--- src/rtl/usc_rv_dispatch_ctl.sv ---
// Dispatch controller: moves decoded ops from two decode lanes into the dual-port IQ,
// tracks free IQ entries with a credit counter and sequences serializing ops.
//
// state  | meaning
// RUN    | normal in-order dispatch of up to two ops per cycle
// DRAIN  | serial op is oldest; wait for idle backend and empty IQ
// SERIAL | issue the serial op alone on port0
// WAIT   | serial op in flight; hold decode until backend is idle again
module usc_rv_dispatch_ctl #(
  parameter int IQ_DEPTH = 8,
  parameter int CTL_W    = 64,
  parameter int CNT_W    = $clog2(IQ_DEPTH + 1)
) (
  input  logic             clk,
  input  logic             reset_n,
  input  logic             core_flush,
  input  logic             op0_dec_v_i,
  input  logic [CTL_W-1:0] op0_dec_ctl_i,
  input  logic             op0_serial_i,
  input  logic             op1_dec_v_i,
  input  logic [CTL_W-1:0] op1_dec_ctl_i,
  input  logic             op1_serial_i,
  output logic [1:0]       stall_de_o,
  input  logic [1:0]       iq_release_i,
  input  logic             pipe_empty_i,
  output logic [1:0]       iq_wr_v_o,
  output logic [CTL_W-1:0] iq_wr_ctl0_o,
  output logic [CTL_W-1:0] iq_wr_ctl1_o,
  output logic [CNT_W-1:0] iq_credits_o
);

  typedef enum logic [1:0] {
    ST_RUN    = 2'd0,
    ST_DRAIN  = 2'd1,
    ST_SERIAL = 2'd2,
    ST_WAIT   = 2'd3
  } state_t;

  state_t           state, state_nxt;
  logic [CNT_W-1:0] credits;
  logic [CNT_W:0]   rel_cnt;
  logic [CNT_W:0]   avail;
  logic [CNT_W:0]   disp_cnt;
  logic [CNT_W:0]   credits_sum;
  logic             oldest_v;
  logic             oldest_serial;
  logic             disp0;
  logic             disp1;

  // Entries freed this cycle are usable by this cycle's dispatch decision.
  assign rel_cnt       = (CNT_W+1)'(iq_release_i[0]) + (CNT_W+1)'(iq_release_i[1]);
  assign avail         = {1'b0, credits} + rel_cnt;
  assign disp_cnt      = (CNT_W+1)'(disp0) + (CNT_W+1)'(disp1);
  assign credits_sum   = avail - disp_cnt;
  assign oldest_v      = op0_dec_v_i | op1_dec_v_i;
  assign oldest_serial = op0_dec_v_i ? op0_serial_i : op1_serial_i;
  assign iq_credits_o  = credits;

  always_comb begin
    state_nxt  = state;
    disp0      = 1'b0;
    disp1      = 1'b0;
    stall_de_o = 2'b11;
    if (core_flush) begin
      state_nxt = ST_RUN;
    end else begin
      case (state)
        ST_RUN: begin
          if (!oldest_v) begin
            stall_de_o = 2'b00;
          end else if (oldest_serial) begin
            state_nxt = ST_DRAIN;
          end else begin
            if (op0_dec_v_i) begin
              disp0 = (avail >= (CNT_W+1)'(1));
              disp1 = disp0 & op1_dec_v_i & ~op1_serial_i & (avail >= (CNT_W+1)'(2));
            end else begin
              disp1 = (avail >= (CNT_W+1)'(1));
            end
            stall_de_o = {op1_dec_v_i & ~disp1, op0_dec_v_i & ~disp0};
          end
        end
        ST_DRAIN: begin
          if (pipe_empty_i && (credits == CNT_W'(IQ_DEPTH))) state_nxt = ST_SERIAL;
        end
        ST_SERIAL: begin
          if (oldest_v) begin
            disp0      = op0_dec_v_i;
            disp1      = ~op0_dec_v_i;
            stall_de_o = {~disp1, ~disp0};
            state_nxt  = ST_WAIT;
          end
        end
        ST_WAIT: begin
          if (pipe_empty_i) state_nxt = ST_RUN;
        end
        default: state_nxt = ST_RUN;
      endcase
    end
  end

  always_ff @(posedge clk or negedge reset_n) begin
    if (!reset_n) begin
      state        <= ST_RUN;
      credits      <= CNT_W'(IQ_DEPTH);
      iq_wr_v_o    <= 2'b00;
      iq_wr_ctl0_o <= '0;
      iq_wr_ctl1_o <= '0;
    end else begin
      state <= state_nxt;
      if (core_flush) begin
        credits   <= CNT_W'(IQ_DEPTH);
        iq_wr_v_o <= 2'b00;
      end else begin
        credits   <= credits_sum[CNT_W-1:0];
        iq_wr_v_o <= {disp0 & disp1, disp0 | disp1};
        if (disp0 | disp1) iq_wr_ctl0_o <= disp0 ? op0_dec_ctl_i : op1_dec_ctl_i;
        if (disp0 & disp1) iq_wr_ctl1_o <= op1_dec_ctl_i;
      end
    end
  end

  // Credit accounting must never wrap in either direction.
  a_no_underflow : assert property (@(posedge clk) disable iff (!reset_n || core_flush)
    avail >= disp_cnt);
  a_no_overflow : assert property (@(posedge clk) disable iff (!reset_n || core_flush)
    (avail < disp_cnt) || (credits_sum <= (CNT_W+1)'(IQ_DEPTH)));

endmodule

--- config.mk ---
export PLATFORM = sky130hd
export DESIGN_NAME = usc_rv_dispatch_ctl
export DESIGN_NICKNAME = d
export VERILOG_FILES = /design/src/rtl/usc_rv_dispatch_ctl.sv
export SDC_FILE = /design/constraint.sdc
export NUM_CORES = 1
export LEC_CHECK = 0
export BUFFER_PORTS_ARGS = -buffer_cell sky130_fd_sc_hd__buf_2
export CAP_MARGIN = 10
export CORE_ASPECT_RATIO = 2
export CORE_MARGIN = 2
export CORE_UTILIZATION = 48
export DETAILED_ROUTE_END_ITERATION = 10
export GPL_TIMING_DRIVEN = 0
export HOLD_SLACK_MARGIN = 0.12
export PLACE_DENSITY = 0.83
export SYNTH_ARGS = -nofsm -noshare
export SYNTH_HDL_FRONTEND = slang
export SYNTH_SLANG_ARGS = --single-unit
--- constraint.sdc ---
create_clock -name clk -period 3.71 [get_ports clk]
set_clock_uncertainty 0.15 [all_clocks]
set_input_delay 0.9275 -clock clk [delete_from_list [all_inputs] [get_ports clk]]
set_output_delay 0.9275 -clock clk [all_outputs]
set_load 0.02 [all_outputs]
==> flow_summary.json, run 1 <==
{
  "setup.reg_to_reg.worst_slack_ps": 390,
  "numClockSinks": 136,
  "clock_tree_from_tritoncts": "built",
  "result_of_the_run": "finished with violations",
  "min_setup_slack_post_route_ps": 78.5,
  "die_area_um2": 14400,
  "power.combinational.fraction": 0.442,
  "r2r-start": "iq_credits_o[0]$_DFF_PN0_",
  "period_needed_ps": 3630,
  "final_layout_size_suffix_gt1_frac": 0.463,
  "postCtsHoldBufs": 0,
  "wire_per_inst_um": 19.1,
  "netlist_top_cells_count": "135 x sky130_fd_sc_hd__dfrtp_1, 78 x sky130_fd_sc_hd__nor2_1, 67 x sky130_fd_sc_hd__a21oi_1, 67 x sky130_fd_sc_hd__nand2_1",
  "netSwitchingFraction": 0.398,
  "route.detailed.vias_per_inst": 5.74,
  "yosysWarnings": 0,
  "p_total_w": 0.00742,
  "area_growth_pct": 36.1,
  "peak_supply_drop_uv": 452,
  "netlist_area_before_placement_um2": 6430,
  "reg2reg_depth": 12,
  "detail_route.drc_violations": 15,
  "gr-total-overflow": 0,
  "buffer_ports.inserted": 272,
  "worst-endpoint-required_ps": 2630,
  "cell_internal_pwr_w": 0.00446,
  "critical_path_endpoint_category": "primary output",
  "synthesis.instances": 589,
  "postSynth.asyncResetShare": 1.00,
  "n_fill_cell": 1036,
  "post-synth-top-area-fraction": 0.525,
  "detailedPlace.worstSlack_ps": -580,
  "die_w_um": 85.9,
  "seq_area_frac_synth": 0.529,
  "timing.max_slew.rel_slack": 0.588,
  "hpwlAfterDp_mm": 15.0,
  "synth_area_leader_cell": "sky130_fd_sc_hd__dfrtp_1",
  "cts.root.buffer_cell": "sky130_fd_sc_hd__clkbuf_16",
  "timing.setup.critical_path_class": "in -> out",
  "synth_most_common_cell": "sky130_fd_sc_hd__dfrtp_1",
  "failing_checks": "design-rule violations",
  "mappedNetlistNets": 738,
  "antenna_found_initial": 4,
  "numPlacedInstances": 1014,
  "critical_path.startpoint_type": "input port",
  "fin_setup_tns_ps": 0,
  "critical_path.max_fanout": 5,
  "route.antenna.remaining_nets": 0,
  "timing_max_transition_violations_final": 0,
  "initial_utilization": 0.492,
  "most_used_flip_flop_cell_after_synthesis": "sky130_fd_sc_hd__dfrtp_1",
  "vias": 6037,
  "worst_hold_path_type": "in -> async",
  "final_util": 0.670,
  "crit-reg2reg-capture": "iq_wr_ctl0_o[16]$_DFFE_PN0P_",
  "std_cell_rows": 59,
  "place.gp.congestion": 0.888,
  "final-instance-count-excl-fill": 1051,
  "worst_setup_hold_path_clk_slew_ps": 70,
  "layout.nets": 1031,
  "distinct_cell_type_count_of_the_synthesized_netlist": 45,
  "cts_buffers": 17,
  "power.static_leakage_nw": 4.51,
  "gr-usage-all-layers": 0.274,
  "netlist_top_cells_area": "sky130_fd_sc_hd__dfrtp_1 53%, sky130_fd_sc_hd__mux2_2 11%, sky130_fd_sc_hd__a221o_1 10%",
  "timing.max_cap.violations": 0,
  "pwr_density_cell_nw_per_um2": 847,
  "drt_pre_antenna_iters": 11,
  "number_of_buffers_on_the_longest_clock_path": 2,
  "report.final.hold_viol_count": 0,
  "post_route_clock_period_utilization": 0.979,
  "io-pin-count": 274,
  "worst_slew_pin_tran_ps": 618,
  "power.share.sequential": 0.330,
  "route.final.wire_length_mm": 20.1,
  "syn_area_per_cell_um2": 10.9,
  "fp.coreArea_um2": 13100,
  "clkLatencyLatePin_ps": 410,
  "grt_pass1_vias": 6179,
  "arrival_ps": 2550,
  "finalSetupViolations": 0,
  "clock_tree.htree_level_count": 4,
  "switching_power_w": 0.00296,
  "synth_edf_count": 0,
  "largest_net_degree_at_the_start_of_global_routing": 83,
  "drtIter0Drc": 446,
  "p_clk_frac": 0.228,
  "max_fclk_mhz": 275,
  "postSynthRegisterBits": 136,
  "die_h_um": 168,
  "wire_length_of_the_first_global_routing_pass_mm": 31.0
}
==> area by class of cell <==
cell class | instances | area [µm²] | share of cell area
sequential | 136 | 3400 | 0.389
multi-input combinational | 399 | 2800 | 0.320
timing repair buffer | 275 | 1410 | 0.161
clock buffer | 19 | 443 | 0.0506
buffer | 45 | 324 | 0.0370
tap | 152 | 190 | 0.0217
clock inverter | 13 | 144 | 0.0164
inverter | 8 | 30.0 | 0.00343
antenna | 4 | 10.0 | 0.00114
==> power groups by stage <==
stage	registers [W]	clock network (W)	logic, W
2_1_floorplan	0.00320	0	0.00133
3_3_place_gp	0.00243	0	0.00314
3_5_place_dp	0.00245	0	0.00323
4_1_cts	0.00244	0.00171	0.00327
5_1_grt	0.00252	0.00177	0.00354
6_report	0.00245	0.00169	0.00328
==> kinds of logic after synthesis <==
logic type / after synthesis / synth area share
and+or+nand+nor: 168 / 0.109
AOI/OAI and AO/OA: 153 / 0.180
DFF: 136 / 0.529
muxes: 65 / 0.114
buffers and inverters: 54 / 0.0424
adders and majority gates: 11 / 0.0237
xor gates and xnor gates: 2 / 0.00272
==> layout by cell type, fill, tap and decap left out, types with 5 or more instances in the layout <==
cell type,Yosys,routed
sky130_fd_sc_hd__a21oi_1,67,67
sky130_fd_sc_hd__a221o_1,64,64
sky130_fd_sc_hd__buf_2,14,272
sky130_fd_sc_hd__buf_4,0,13
sky130_fd_sc_hd__buf_6,7,9
sky130_fd_sc_hd__clkbuf_1,21,8
sky130_fd_sc_hd__clkbuf_16,0,17
sky130_fd_sc_hd__clkbuf_2,0,5
sky130_fd_sc_hd__clkbuf_4,0,7
sky130_fd_sc_hd__dfrtp_1,135,135
sky130_fd_sc_hd__ha_1,9,8
sky130_fd_sc_hd__inv_1,8,8
sky130_fd_sc_hd__inv_6,0,5
sky130_fd_sc_hd__mux2_2,64,64
sky130_fd_sc_hd__nand2_1,67,67
sky130_fd_sc_hd__nand2b_1,5,5
sky130_fd_sc_hd__nor2_1,78,76
sky130_fd_sc_hd__nor2b_1,6,6
==> routing by layer <==
layer	GRT usage	routed length (µm)
met1	0.307	7250
met2	0.475	10600
met3	0.0606	1140
met4	0.141	1080
met5	0	0
==> what timing repair did <==
action                     4_1_cts  5_1_grt
pin swaps                        2        1
hold endpoints to repair         0        0
resized for setup               23       16
setup endpoints to repair      125       73
buffers inserted                 2        0
==> per-stage QoR <==
stage | instance area (µm²) | hold slack [ps]
5_1_grt | 8760 | 346
6_report | 8760 | 302
4_1_cts | 8700 | 322
2_1_floorplan | 6450 | 419
3_5_place_dp | 8040 | 338
3_3_place_gp | 8010 | 332
==> registers in the layout, summed over array words and instances, names as in the netlist <==
name          count
iq_wr_v_o         2
iq_credits_o      4
state             2
iq_wr_ctl0_o     64
iq_wr_ctl1_o     64
==> how the worst max path moves through the flow <==
stage / from / endpoint / slack [ps] / cells past startpoint
CTS: iq_release_i[1] / stall_de_o[1] / 60 / 8
detailed placement: iq_release_i[0] / iq_wr_ctl0_o[34]$_DFFE_PN0P_ / -580 / 14
global route: iq_release_i[1] / iq_wr_ctl0_o[57]$_DFFE_PN0P_ / -10 / 14
finish: iq_release_i[1] / stall_de_o[1] / 80 / 8
global placement: iq_release_i[0] / iq_wr_ctl1_o[48]$_DFFE_PN0P_ / -550 / 12
floorplan: iq_release_i[0] / iq_wr_ctl0_o[10]$_DFFE_PN0P_ / 30 / 12
==> worst max-delay path, stage by stage <==
cell and delay (ps):
sky130_fd_sc_hd__buf_2 110, sky130_fd_sc_hd__fa_2 410, sky130_fd_sc_hd__ha_4 190, sky130_fd_sc_hd__a21boi_4 150, sky130_fd_sc_hd__o211ai_1 290, sky130_fd_sc_hd__o211ai_1 150
sky130_fd_sc_hd__a21o_1 180, sky130_fd_sc_hd__buf_2 150
Power figures use the tool's default switching activity.
==> inputs of run 2 (changes only) <==
--- a/config.mk
+++ b/config.mk
@@ -14,6 +14,7 @@
 export GPL_TIMING_DRIVEN = 0
 export HOLD_SLACK_MARGIN = 0.12
 export PLACE_DENSITY = 0.83
+export REMOVE_ABC_BUFFERS = 1
 export SYNTH_ARGS = -nofsm -noshare
 export SYNTH_HDL_FRONTEND = slang
 export SYNTH_SLANG_ARGS = --single-unit
==> flow_summary.json, run 2 (synthesis gave the netlist of run 1 again) <==
{
  "grt_pass1_vias": 6204,
  "wire_per_inst_um": 20.1,
  "hpwlAfterDp_mm": 13.8,
  "clock_tree.htree_level_count": 4,
  "grt_setup_unrepaired": "true",
  "pwr_density_cell_nw_per_um2": 846,
  "initial_utilization": 0.492,
  "period_needed_ps": 3780,
  "std_cell_rows": 59,
  "buffer_ports.inserted": 273,
  "fin_setup_tns_ps": -82.4,
  "worst_slew_pin_tran_ps": 857,
  "io-pin-count": 274,
  "clkLatencyLatePin_ps": 400,
  "number_of_buffers_on_the_longest_clock_path": 2,
  "report.final.hold_viol_count": 0,
  "cp_slowest_cell": "sky130_fd_sc_hd__fa_2",
  "area_growth_pct": 36.1,
  "postCtsHoldBufs": 0,
  "result_of_the_run": "finished with violations",
  "route.antenna.remaining_nets": 0,
  "critical_path.max_fanout": 4,
  "max_fclk_mhz": 265,
  "netSwitchingFraction": 0.402,
  "worst_path_dominant_cell_family": "compound AO/OA/AOI/OAI gates",
  "die_area_um2": 14400,
  "failing_checks": "design-rule violations, negative setup slack",
  "slowest_delay_ps": 420,
  "route.detailed.vias_per_inst": 5.86,
  "gr-total-overflow": 0,
  "timing.max_slew.rel_slack": 0.426,
  "detail_route.drc_violations": 8,
  "placedInstanceArea_um2": 7970,
  "drt_pre_antenna_iters": 9,
  "gr-usage-all-layers": 0.274,
  "critical_path.startpoint_type": "input port",
  "fp.coreArea_um2": 13100,
  "timing.setup.critical_path_class": "in -> out",
  "clock_tree_from_tritoncts": "built",
  "largest_net_degree_at_the_start_of_global_routing": 72,
  "timing_max_transition_violations_final": 0,
  "finalSetupViolations": 2,
  "p_clk_frac": 0.214,
  "route.final.wire_length_mm": 20.7,
  "layout.cells.most_common": "sky130_fd_sc_hd__buf_2",
  "n_fill_cell": 997,
  "critPathBufInv": 3,
  "numPlacedInstances": 981,
  "cts.root.buffer_cell": "sky130_fd_sc_hd__clkbuf_16",
  "wire_length_of_the_first_global_routing_pass_mm": 30.8,
  "vias": 6032,
  "most-common-layout-cells": "269 x sky130_fd_sc_hd__buf_2, 135 x sky130_fd_sc_hd__dfrtp_1, 76 x sky130_fd_sc_hd__nor2_1, 67 x sky130_fd_sc_hd__a21oi_1, 67 x sky130_fd_sc_hd__nand2_1",
  "cts_buffers": 17,
  "power.combinational.fraction": 0.455,
  "final_layout_size_suffix_gt1_frac": 0.467,
  "post-route-cell-area_um2": 8760,
  "final-instance-count-excl-fill": 1030,
  "timing.max_cap.violations": 0,
  "peak_supply_drop_uv": 545,
  "numClockSinks": 136,
  "timing.critical_path.cells": "buf_6 > fa_2 > ha_4 > a21boi_4 > o211ai_1 > buf_4 > o211ai_1 > a21o_1 > buf_6",
  "die_w_um": 85.9,
  "worst-endpoint-required_ps": 2630,
  "min_setup_slack_post_route_ps": -66.8,
  "post_route_clock_period_utilization": 1.02,
  "critical_path_endpoint_category": "primary output",
  "layout.nets": 1013,
  "place.gp.congestion": 0.889,
  "die_h_um": 168,
  "power.share.sequential": 0.331,
  "antenna_found_initial": 2,
  "cell_internal_pwr_w": 0.00443,
  "switching_power_w": 0.00298,
  "power.static_leakage_nw": 4.48,
  "worst_setup_hold_path_clk_slew_ps": 50,
  "worst_hold_path_type": "reg -> reg",
  "detailedPlace.worstSlack_ps": -1490,
  "drtIter0Drc": 392,
  "arrival_ps": 2700
}
run 2: worst paths after layout:
path | slack [ps] | startpoint | to | depth (start not counted)
min in group asynchronous | 360 | reset_n | iq_wr_ctl1_o[29]$_DFFE_PN0P_ | 1
worst min register to register | 350 | iq_wr_ctl1_o[1]$_DFFE_PN0P_ | iq_wr_ctl1_o[1]$_DFFE_PN0P_ | 1
worst max register to register | 260 | iq_credits_o[0]$_DFF_PN0_ | iq_wr_ctl1_o[40]$_DFFE_PN0P_ | 11
worst min-delay path | 350 | iq_wr_ctl1_o[1]$_DFFE_PN0P_ | iq_wr_ctl1_o[1]$_DFFE_PN0P_ | 1
worst max-delay path | -70 | iq_release_i[0] | stall_de_o[1] | 9
max in group asynchronous | 2280 | reset_n | iq_wr_ctl1_o[46]$_DFFE_PN0P_ | 2
run 2: layer usage:
metal,vias to the layer above,track usage,part of all wire
met1,2936,0.295,0.35
met5,-,0,0
li1,2688,-,-
met3,98,0.0547,0.053
met4,0,0.173,0.058
met2,310,0.477,0.54
run 2: cell type report:
class                           count  area [µm²]  share of cell area
Timing Repair Buffer              300        1720               0.196
Clock buffer                       21         450              0.0514
Inverter                            8        30.0             0.00343
Clock inverter                     10        97.6              0.0111
Sequential cell                   136        3400               0.389
Antenna cell                        2        5.00            0.000572
Multi-Input combinational cell    401        2860               0.327
Tap cell                          152         190              0.0217
run 2: power groups by stage:
stage	registers, W	logic, W	clock network (W)
final	0.00245	0.00337	0.00158
after global routing	0.00253	0.00360	0.00167
after CTS	0.00244	0.00330	0.00162
after detailed placement	0.00245	0.00321	0
after global placement	0.00243	0.00313	0
after floorplan	0.00320	0.00130	0
run 2: what timing repair did:
item	4_1_cts	5_1_grt
setup endpoints to repair	103	102
hold endpoints to repair	0	0
resized for setup	10	13
buffers inserted	11	4
pin swaps	6	9
gates cloned	1	1
run 2: per-stage QoR:
step	util	hold WS [ps]	power (W)
after floorplan	-	419	0.00450
after CTS	0.662	350	0.00736
after global placement	0.593	333	0.00556
after detailed placement	0.610	337	0.00566
after global routing	0.670	354	0.00780
final	0.670	348	0.00741
